**src/rtl/run_ctrl.sv**
```systemverilog
// Run-control FSM for the 16-bit core: exec/idle state, HALT capture,
// single-step, pipeline restart pulse and instruction-memory sharing.
module run_ctrl #(
   parameter int         ADDR_W  = 8,
   parameter int         DATA_W  = 16,
   parameter int         CNT_W   = 16,
   parameter logic [4:0] HALT_OP = 5'h1F
) (
   input  logic              clock,
   input  logic              reset,
   input  logic              start,
   input  logic              stop,
   input  logic              step,
   input  logic              restart,
   input  logic [DATA_W-1:0] wb_ir,
   input  logic [ADDR_W-1:0] pc_addr,
   input  logic              ld_req,
   input  logic              ld_we,
   input  logic [ADDR_W-1:0] ld_addr,
   output logic              state,
   output logic              cpu_rst_n,
   output logic              halted,
   output logic              ld_gnt,
   output logic [ADDR_W-1:0] imem_addr,
   output logic              imem_we,
   output logic [CNT_W-1:0]  cyc_cnt
);

   localparam logic EXEC_ST = 1'b1;
   localparam logic IDLE_ST = 1'b0;

   typedef enum logic [2:0] {
      S_IDLE,
      S_RUN,
      S_STEP,
      S_HALTED,
      S_LOAD
   } fsm_e;

   fsm_e             fsm_q, fsm_d;
   logic             state_q, state_d;
   logic             halted_q, halted_d;
   logic             gnt_q, gnt_d;
   logic             rstn_q, rstn_d;
   logic             arm_q, arm_d;
   logic [CNT_W-1:0] cnt_q, cnt_d;
   logic             halt_hit;
   logic             unused_ir;

   assign halt_hit  = (wb_ir[DATA_W-1 -: 5] == HALT_OP);
   assign unused_ir = ^wb_ir[DATA_W-6:0];

   always_comb begin
      fsm_d    = fsm_q;
      halted_d = halted_q;
      rstn_d   = 1'b1;
      arm_d    = arm_q;
      cnt_d    = cnt_q;
      if (state_q == EXEC_ST && cnt_q != '1) begin
         cnt_d = cnt_q + {{(CNT_W-1){1'b0}}, 1'b1};
      end
      unique case (fsm_q)
         S_IDLE: begin
            // a held step only fires again after being seen low here
            if (!step) arm_d = 1'b1;
            if (restart) begin
               rstn_d = 1'b0;
               cnt_d  = '0;
            end else if (ld_req) begin
               fsm_d = S_LOAD;
            end else if (step && arm_q) begin
               fsm_d = S_STEP;
               arm_d = 1'b0;
            end else if (start) begin
               fsm_d = S_RUN;
            end
         end
         S_RUN: begin
            if (halt_hit) begin
               fsm_d    = S_HALTED;
               halted_d = 1'b1;
            end else if (stop) begin
               fsm_d = S_IDLE;
            end
         end
         S_STEP: begin
            if (halt_hit) begin
               fsm_d    = S_HALTED;
               halted_d = 1'b1;
            end else begin
               fsm_d = S_IDLE;
            end
         end
         S_HALTED: begin
            if (restart) begin
               fsm_d    = S_IDLE;
               halted_d = 1'b0;
               rstn_d   = 1'b0;
               cnt_d    = '0;
            end else if (ld_req) begin
               fsm_d = S_LOAD;
            end
         end
         S_LOAD: begin
            // halted_q remembers where the loader came from
            if (!ld_req) fsm_d = halted_q ? S_HALTED : S_IDLE;
         end
         default: fsm_d = S_IDLE;
      endcase
      state_d = (fsm_d == S_RUN || fsm_d == S_STEP) ? EXEC_ST : IDLE_ST;
      gnt_d   = (fsm_d == S_LOAD);
   end

   always_ff @(posedge clock) begin
      if (reset) begin
         fsm_q    <= S_IDLE;
         state_q  <= IDLE_ST;
         halted_q <= 1'b0;
         gnt_q    <= 1'b0;
         rstn_q   <= 1'b0;
         arm_q    <= 1'b1;
         cnt_q    <= '0;
      end else begin
         fsm_q    <= fsm_d;
         state_q  <= state_d;
         halted_q <= halted_d;
         gnt_q    <= gnt_d;
         rstn_q   <= rstn_d;
         arm_q    <= arm_d;
         cnt_q    <= cnt_d;
      end
   end

   assign state     = state_q;
   assign halted    = halted_q;
   assign ld_gnt    = gnt_q;
   assign cpu_rst_n = rstn_q;
   assign cyc_cnt   = cnt_q;
   assign imem_addr = gnt_q ? ld_addr : pc_addr;
   assign imem_we   = gnt_q & ld_we;

endmodule

```
**config.mk**
```make
export PLATFORM = sky130hd
export DESIGN_NAME = run_ctrl
export DESIGN_NICKNAME = d
export VERILOG_FILES = /design/src/rtl/run_ctrl.sv
export SDC_FILE = /design/constraint.sdc
export NUM_CORES = 1
export LEC_CHECK = 0
export BUFFER_PORTS_ARGS = -buffer_cell sky130_fd_sc_hd__clkbuf_2
export CELL_PAD_IN_SITES_DETAIL_PLACEMENT = 0
export CELL_PAD_IN_SITES_GLOBAL_PLACEMENT = 1
export CORE_MARGIN = 5
export CORE_UTILIZATION = 29
export CTS_BUF_LIST = sky130_fd_sc_hd__clkbuf_16
export DETAILED_ROUTE_END_ITERATION = 6
export PLACE_DENSITY_LB_ADDON = 0.05
export SLEW_MARGIN = 5
export SYNTH_ARGS = -nofsm -noshare
export SYNTH_HDL_FRONTEND = slang
export SYNTH_SLANG_ARGS = --single-unit
```
**constraint.sdc**
```tcl
create_clock -name clock -period 1.7 [get_ports clock]
set_input_delay 0.17 -clock clock [delete_from_list [all_inputs] [get_ports clock]]
set_output_delay 0.17 -clock clock [all_outputs]
set_load 0.03 [all_outputs]
```
# ---- Yosys cells after proc, flatten, opt, wreduce, memory -nomap -nowiden
# Index checks and enable logic that the tools add are counted.
dict set report classes {
  n_eq_ne 11
  add_sub_neg 1
  reduce_logical 8
  mux 26
  bitwise 1
}
# operator n
set ops {}
lappend ops {{16-bit two-way mux} 3}
lappend ops {{3-bit two-way mux} 9}
lappend ops {{16-bit by 1-bit adder with 16-bit output (second input constant)} 1}
lappend ops {{16-bit != test (second input constant)} 1}
lappend ops {{3-bit one-hot mux with 5 select lines} 1}
lappend ops {{3-bit by 2-bit == test with 1-bit output (second input constant)} 3}
lappend ops {{1-bit two-way mux} 9}
lappend ops {{8-bit two-way mux} 1}
lappend ops {{3-bit by 1-bit == test with 1-bit output (second input constant)} 2}
lappend ops {{3-bit == test (second input constant)} 2}
lappend ops {{5-bit == test (second input constant)} 1}
lappend ops {{2-bit two-way mux} 2}
lappend ops {{2-bit OR reduction} 2}
lappend ops {{3-bit logical NOT} 1}
lappend ops {{3-bit AND reduction} 1}
lappend ops {{1-bit logical AND} 2}
lappend ops {{2-bit by 1-bit != test with 1-bit output (second input constant)} 1}
lappend ops {{2-bit != test (second input constant)} 1}
lappend ops {{1-bit one-hot mux with 2 select lines} 1}
lappend ops {{2-bit nonzero test} 1}
lappend ops {{1-bit bitwise AND} 1}
lappend ops {{1-bit logical OR} 1}
dict set report totals {
  output_inout_bits 29
  reg_bits 24
  in_bits 40
}

# ---- Depth between registers and ports, before layout
# Gate-level depths: netlist of the first run.
dict set report depth {
  word_depth 8
  depth_mapped 6
  ltp_nobuf 5
}

# ---- Worst setup path after synthesis of the first run
# Ideal clock, no wire load.
dict set report synth_timing {
  kind {register -> register}
  from {reg cnt_q[0], in the netlist cyc_cnt[0]}
  to {reg cnt_q[15], in the netlist cyc_cnt[15]}
  path_stages_with_launch 6
  t_arrival_ns 1.657
  required_time_ns 1.630
  synth_period_minus_slack_ns 1.728
  slack_ns -0.028
  setup_time_ns 0.070
  path_cell_list {dfxtp_1 -> ha_1 -> and4_1 -> nor3b_2 -> or4_1 -> a21oi_1}
}
dict set report synth_between {
  elab_chain_len 5
}
# element line
set synth_rtl {}
lappend synth_rtl {{start, declared} 46} ;# logic [CNT_W-1:0] cnt_q, cnt_d;
lappend synth_rtl {{start signal, assigned} 130} ;# cnt_q <= cnt_d;
lappend synth_rtl {{branches (longest 2 deep; another with 16-bit by 1-bit adder with 16-bit output)} --}
lappend synth_rtl {{16-bit two-way mux *} 59} ;# if (state_q == EXEC_ST && cnt_q != '1) begin
lappend synth_rtl {{16-bit two-way mux} {66, 95}}
lappend synth_rtl {{16-bit two-way mux *} --}
# Every way passes the cells marked *.
# A chain may end at the register's enable or synchronous reset.

# ---- Final worst setup path of the first run
dict set report layout_timing {
  from {reg cnt_q[1], in the netlist cyc_cnt[1]}
  to {reg cnt_q[13], in the netlist cyc_cnt[13]}
}
# Same word-level chain as after synthesis.

==> results of run 1 <==
## cells in the mapped netlist, types with 2 or more instances
library cell  instances
clkbuf_1              3
nand4_4               2
or3_1                 7
nand2b_1              2
and4_2                2
nand4_1               3
mux2_2                8
a21oi_1              18
nor2_1                5
and2_1                2
a21o_1                3
nand3_1               8
dfxtp_1              24
nand3b_1              2
nand2_1              11
o21ai_0              10
inv_1                 5
nor4bb_1              2
or4_1                 5
o21ai_1               3
o31ai_1               5
nor3_1                2
a311oi_1              2
## flip-flops by register name, indices dropped and copies added (netlist names)
| name | flops |
|---|---|
| ld_gnt | 1 |
| arm_q | 1 |
| cyc_cnt | 16 |
| fsm_q | 3 |
| halted | 1 |
| state | 1 |
| cpu_rst_n | 1 |
## through the flow
step / std cells / hold WS, ns / cell area [µm²] / setup slack, ns / power (mW)
finish: 273 / 0.189 / 1850 / 0.0823 / 1.27
global route: 273 / 0.207 / 1850 / 0.0129 / 1.33
CTS: 273 / 0.183 / 1840 / 0.0349 / 1.30
detailed placement: 269 / 0.464 / 1760 / 0.0534 / 0.767
global placement: 269 / 0.455 / 1760 / 0.0757 / 0.765
floorplan: 155 / 0.308 / 1370 / 0.0345 / 0.696
## metal layers
metal / vias to the layer above / part of all wire (%) / routed length [µm]
met2: 29 / 48 / 1870
met5: - / 0 / 0
li1: 732 / - / -
met3: 5 / 5.9 / 230
met4: 0 / 0.74 / 29
met1: 661 / 46 / 1790
## cells by family after synthesis
logic type | Yosys count | synth area share (%)
AOI/OAI and AO/OA | 46 | 20.2
xor gates and xnor gates | 1 | 0.641
adders and majority gates | 1 | 0.916
buffers and inverters | 10 | 3.11
DFF | 24 | 35.2
muxes | 9 | 7.33
and+or+nand+nor | 64 | 32.6
## worst paths after layout
path | from | to | slack, ns | cells past startpoint
worst max register to register | cyc_cnt[1]$_SDFF_PP0_ | cyc_cnt[13]$_SDFF_PP0_ | 0.08 | 5
worst min-delay path | ld_req | fsm_q[2]$_SDFF_PP0_ | 0.19 | 3
worst max-delay path | cyc_cnt[1]$_SDFF_PP0_ | cyc_cnt[13]$_SDFF_PP0_ | 0.08 | 5
worst min register to register | arm_q$_SDFFE_PP1P_ | arm_q$_SDFFE_PP1P_ | 0.51 | 2
## cell type report
class / count / area [µm²]
Clock buffer: 3 / 75.1
Clock inverter: 1 / 3.75
Fill cell: 509 / 2810
Inverter: 5 / 18.8
Multi-Input combinational cell: 121 / 858
Sequential cell: 24 / 483
Tap cell: 54 / 67.6
Timing Repair Buffer: 65 / 345
## repair_timing
item | CTS | global route
resized for setup | 0 | 5
hold buffers | 0 | 0
buffers inserted | 0 | 0
endpoints found under the setup margin | 0 | 3
## power by group through the flow
stage	Combinational [mW]	Clock [mW]	Sequential, mW
floorplan	0.0965	0	0.600
global placement	0.169	0	0.595
detailed placement	0.171	0	0.596
CTS	0.171	0.542	0.583
global route	0.185	0.565	0.584
finish	0.169	0.521	0.583
## worst register-to-register path, stage by stage, from the launching register on
cell and delay [ns]:
dfxtp_2 0.34, ha_2 0.20, and4_1 0.22, nor3b_4 0.18
or4_1 0.49, a21oi_2 0.14
==> flow_metrics.env, run 1 <==
export IMPL_final_antenna_net_count=0
export IMPL_met3_usage_pct=3.67
export IMPL_async_flop_share_pct=0
export IMPL_finalWorstPathRequiredPeriod_ns=1.62
export IMPL_synth_area_per_cell_um2=8.81
export IMPL_min_path_type="in2reg"
export IMPL_syn_nets=196
export IMPL_gp_congestion=0.809
export IMPL_grt_max_degree=14
export IMPL_worstSetupStartpointType="register"
export IMPL_slew_headroom_pct=68.1
export IMPL_fmax_mhz=618
export IMPL_first_global_vias=1447
export IMPL_overflow=0
export IMPL_slowest_stage="or4_1"
export IMPL_wl_per_cell_um=14.3
export IMPL_synth_top_cell_area_share_pct=35.2
export IMPL_cts_clk_slew_worst_paths_ns=0.06
export IMPL_switchingPower_mw=0.317
export IMPL_firstDrtPassIters=4
export IMPL_rsz0062_at_grt="no"
export IMPL_combPwrFrac_pct=13.3
export IMPL_synth_top_flop_cell="dfxtp_1"
export IMPL_power_leakage_nw=0.812
export IMPL_drive_above_1_share_pct=42.9
export IMPL_dp_hpwl_um=3080
export IMPL_cpPeakStageDelay_ns=0.49
export IMPL_die_x_um=78.6
export IMPL_ys_top_cells_by_area="dfxtp_1 35%, a21oi_1 6.6%, mux2_2 6.6%"
export IMPL_cp_max_fo=7
export IMPL_synth_edf_count=0
export IMPL_cts_max_path_buffers=2
export IMPL_core_area_um2=4660
export IMPL_top_usage_layer="met2"
export IMPL_portBuffers=57
export IMPL_antenna_cells=0
export IMPL_cap_violations=0
export IMPL_ys_ff_latch=24
export IMPL_drt_wl_total_um=3920
export IMPL_fin_skew_ns=0.00461
export IMPL_drt_iter0_drc=46
export IMPL_slew_viol_final=0
export IMPL_setup_tns_ns=0
export IMPL_ios=69
export IMPL_synth_top_cell_by_area="dfxtp_1"
export IMPL_met1_usage_pct=16.2
export IMPL_cts_root_buf="clkbuf_16"
export IMPL_crit_path_end_kind="register"
export IMPL_antenna_found_initial=0
export IMPL_cts_buffers=3
export IMPL_critical_path_buf_inv_count=0
export IMPL_clk_latency_ns=0.26
export IMPL_yosysSeqAreaShare_pct=35.2
export IMPL_tightest_slew_ns=0.475
export IMPL_grt_pass1_wl_um=6800
export IMPL_crit_arrival_ns=1.82
export IMPL_outcome="completed"
export IMPL_clkPwrFrac_pct=40.9
export IMPL_route_detailed_drc=0
export IMPL_initial_core_util_pct=29.3
export IMPL_routed_via_density=5.23
export IMPL_final_setup_viol_count=0
export IMPL_htreeDepth=1
export IMPL_power_frac_seq_pct=45.8
export IMPL_ir_drop_mv=0.355
export IMPL_p_sw_share_pct=24.9
export IMPL_die_h_um=78.6
export IMPL_synthCells=155
export IMPL_use_met2_pct=23.1
export IMPL_internal_power_mw=0.957
export IMPL_critPathKind="reg2reg"
export IMPL_p_per_area_nw_per_um2=688
export IMPL_vias=1427
export IMPL_cp_required_ns=1.90
export IMPL_final_cell_mix="57 x clkbuf_2, 22 x dfxtp_1, 17 x a21oi_1"
export IMPL_yosys_cell_types_count=44
export IMPL_crit_chain="ha_2, and4_1, nor3b_4, or4_1, a21oi_2"
export IMPL_final_common_cell="clkbuf_2"
export IMPL_syn_area_um2=1370
export IMPL_fp_dieArea_um2=6180
export IMPL_utilization_pct=39.7
export IMPL_yosysWarningCount=0
export IMPL_fin_crit_sh_pct=95.2
export IMPL_fp_row_count=25
export IMPL_clkSinkCount=24
export IMPL_track_usage_pct=13.2
export IMPL_syn2layout_area_growth_pct=35.5
export IMPL_critPathTopFamily="simple AND/OR/NAND/NOR gates"
export IMPL_cts_tree="yes"
export IMPL_hold_violations=0
export IMPL_nets=261
Note: power is estimated with default switching activity, not from simulation.
==> run 2: changes to the inputs <==
BUFFER_PORTS_ARGS = unset   (was -buffer_cell sky130_fd_sc_hd__clkbuf_2)
CORE_UTILIZATION = 39   (was 29)
DONT_BUFFER_PORTS = 1   (was unset)
==> run 2 against run 1 <==
  * Maximum frequency up 0.82%
  * Critical path depth decreased by 1
  * Sequential share of layout area grew 2.3 points
  * Worst hold slack got worse by 0.17 ns
  * Design area shrank 8.1%
  * Via count shrank 9.1%
  * Die area shrank 23%
  * Global-route usage up 1.8 points
  * Worst setup slack improved by 0.013 ns
  * Critical path type unchanged
  * Largest cell class unchanged
==> flow_metrics.env, run 2 (synthesis gave the netlist of run 1 again) <==
export IMPL_tightest_slew_ns=0.486
export IMPL_drive_above_1_share_pct=29.3
export IMPL_crit_chain="nor4bb_1, o21ba_2, a221oi_1, a311oi_1"
export IMPL_ios=69
export IMPL_slew_viol_final=0
export IMPL_fin_skew_ns=0.00402
export IMPL_p_per_area_nw_per_um2=724
export IMPL_first_global_vias=1292
export IMPL_htreeDepth=1
export IMPL_min_path_type="in2reg"
export IMPL_outcome="completed"
export IMPL_initial_core_util_pct=40.6
export IMPL_finalWorstPathRequiredPeriod_ns=1.60
export IMPL_pre_cts_ws_ns=0.0813
export IMPL_fp_dieArea_um2=4790
export IMPL_syn2layout_area_growth_pct=24.5
export IMPL_fin_crit_sh_pct=94.4
export IMPL_final_cell_mix="26 x buf_4, 22 x dfxtp_1, 18 x a21oi_1"
export IMPL_cap_violations=0
export IMPL_die_h_um=69.2
export IMPL_track_usage_pct=15.0
export IMPL_power_mw=1.23
export IMPL_vias=1297
export IMPL_top_layer="met4"
export IMPL_clk_latency_ns=0.26
export IMPL_final_antenna_net_count=0
export IMPL_dp_hpwl_um=2860
export IMPL_nets=223
export IMPL_cts_clk_slew_worst_paths_ns=0.06
export IMPL_routed_via_density=5.71
export IMPL_met2_length_um=1860
export IMPL_wl_per_cell_um=16.1
export IMPL_drt_wl_total_um=3660
export IMPL_core_area_um2=3360
export IMPL_antenna_found_initial=0
export IMPL_final_common_cell="buf_4"
export IMPL_fp_row_count=21
export IMPL_cp_max_fo=7
export IMPL_final_setup_viol_count=0
export IMPL_hold_depth=2
export IMPL_antenna_cells=0
export IMPL_rsz0062_at_grt="no"
export IMPL_worstSetupStartpointType="register"
export IMPL_finalWorstSetupSlack_ns=0.0954
export IMPL_grt_max_degree=15
export IMPL_cts_max_path_buffers=2
export IMPL_critPathKind="reg2reg"
export IMPL_portBuffers=0
export IMPL_crit_path_end_kind="register"
export IMPL_ff2ff_path_depth=4
export IMPL_crit_arrival_ns=1.77
export IMPL_slew_headroom_pct=67.4
export IMPL_cts_root_buf="clkbuf_16"
export IMPL_utilization_pct=50.6
export IMPL_die_x_um=69.2
export IMPL_power_leakage_nw=0.668
export IMPL_setup_tns_ns=0
export IMPL_grt_pass1_wl_um=6000
export IMPL_firstDrtPassIters=4
export IMPL_drt_iter0_drc=84
export IMPL_rrSetupSlack_ns=0.1
export IMPL_m1WireLength_um=1510
export IMPL_hold_violations=0
export IMPL_cts_buffers=3
export IMPL_cpPeakStageDelay_ns=0.47
export IMPL_overflow=0
export IMPL_largest_reg_flops=16
export IMPL_ir_drop_mv=0.321
export IMPL_fmax_mhz=623
export IMPL_gp_congestion=0.755
export IMPL_route_detailed_drc=0
export IMPL_wl_met3_um=220
export IMPL_clkSinkCount=24
export IMPL_cts_tree="yes"
export IMPL_cp_required_ns=1.87
export IMPL_nFillCells=343
export IMPL_slowest_stage="dfxtp_1"
## run 2: timing repair
item / CTS / global route
endpoints found under the setup margin: 0 / 4
gates resized for setup: 0 / 2
hold buffers: 1 / 0
setup buffers: 0 / 0
hold endpoints to repair: 5 / 0
## run 2: path summary, 6_finish.rpt
check	start	endpoint
worst min register to register	arm_q$_SDFFE_PP1P_	arm_q$_SDFFE_PP1P_
worst max-delay path	fsm_q[0]$_SDFF_PP0_	state$_SDFF_PP0_
worst min-delay path	reset	arm_q$_SDFFE_PP1P_
worst max register to register	fsm_q[0]$_SDFF_PP0_	state$_SDFF_PP0_
## run 2: routing by layer
layer  up-vias  GRT usage [%]
li1        654              -
met1       603           15.9
met2        33           27.5
met3         7           3.91
met4         0           6.72
met5         -              0
## run 2: worst max-delay path, delay by kind of cell, from the launching register on
kind	cells	cell delay (ns)
AOI/OAI and AO/OA	3	0.61
DFF	1	0.47
and+or+nand+nor	1	0.44
## run 2: per-stage QoR
step / instances / hold WS (ns) / cell area, µm²
floorplan: 155 / 0.308 / 1370
CTS: 227 / 0.0199 / 1690
detailed placement: 222 / 0.244 / 1600
global placement: 222 / 0.243 / 1600
finish: 227 / 0.0215 / 1700
global route: 227 / 0.0236 / 1700
## run 2: power by group
part           internal [mW]  total (mW)  switching (mW)
logic                 0.0426       0.123          0.0803
registers              0.571       0.586          0.0154
clock network          0.315       0.523           0.209
total                  0.928        1.23           0.304
## run 2: layout make-up
class / count / area, µm² / area share (%)
well taps: 46 / 57.6 / 3.38
clock inverters: 1 / 3.75 / 0.221
repair buffers: 27 / 205 / 12.1
multi-input cells: 121 / 858 / 50.4
flip-flops and latches: 24 / 483 / 28.4
clock buffers: 3 / 75.1 / 4.41
inverters: 5 / 18.8 / 1.10
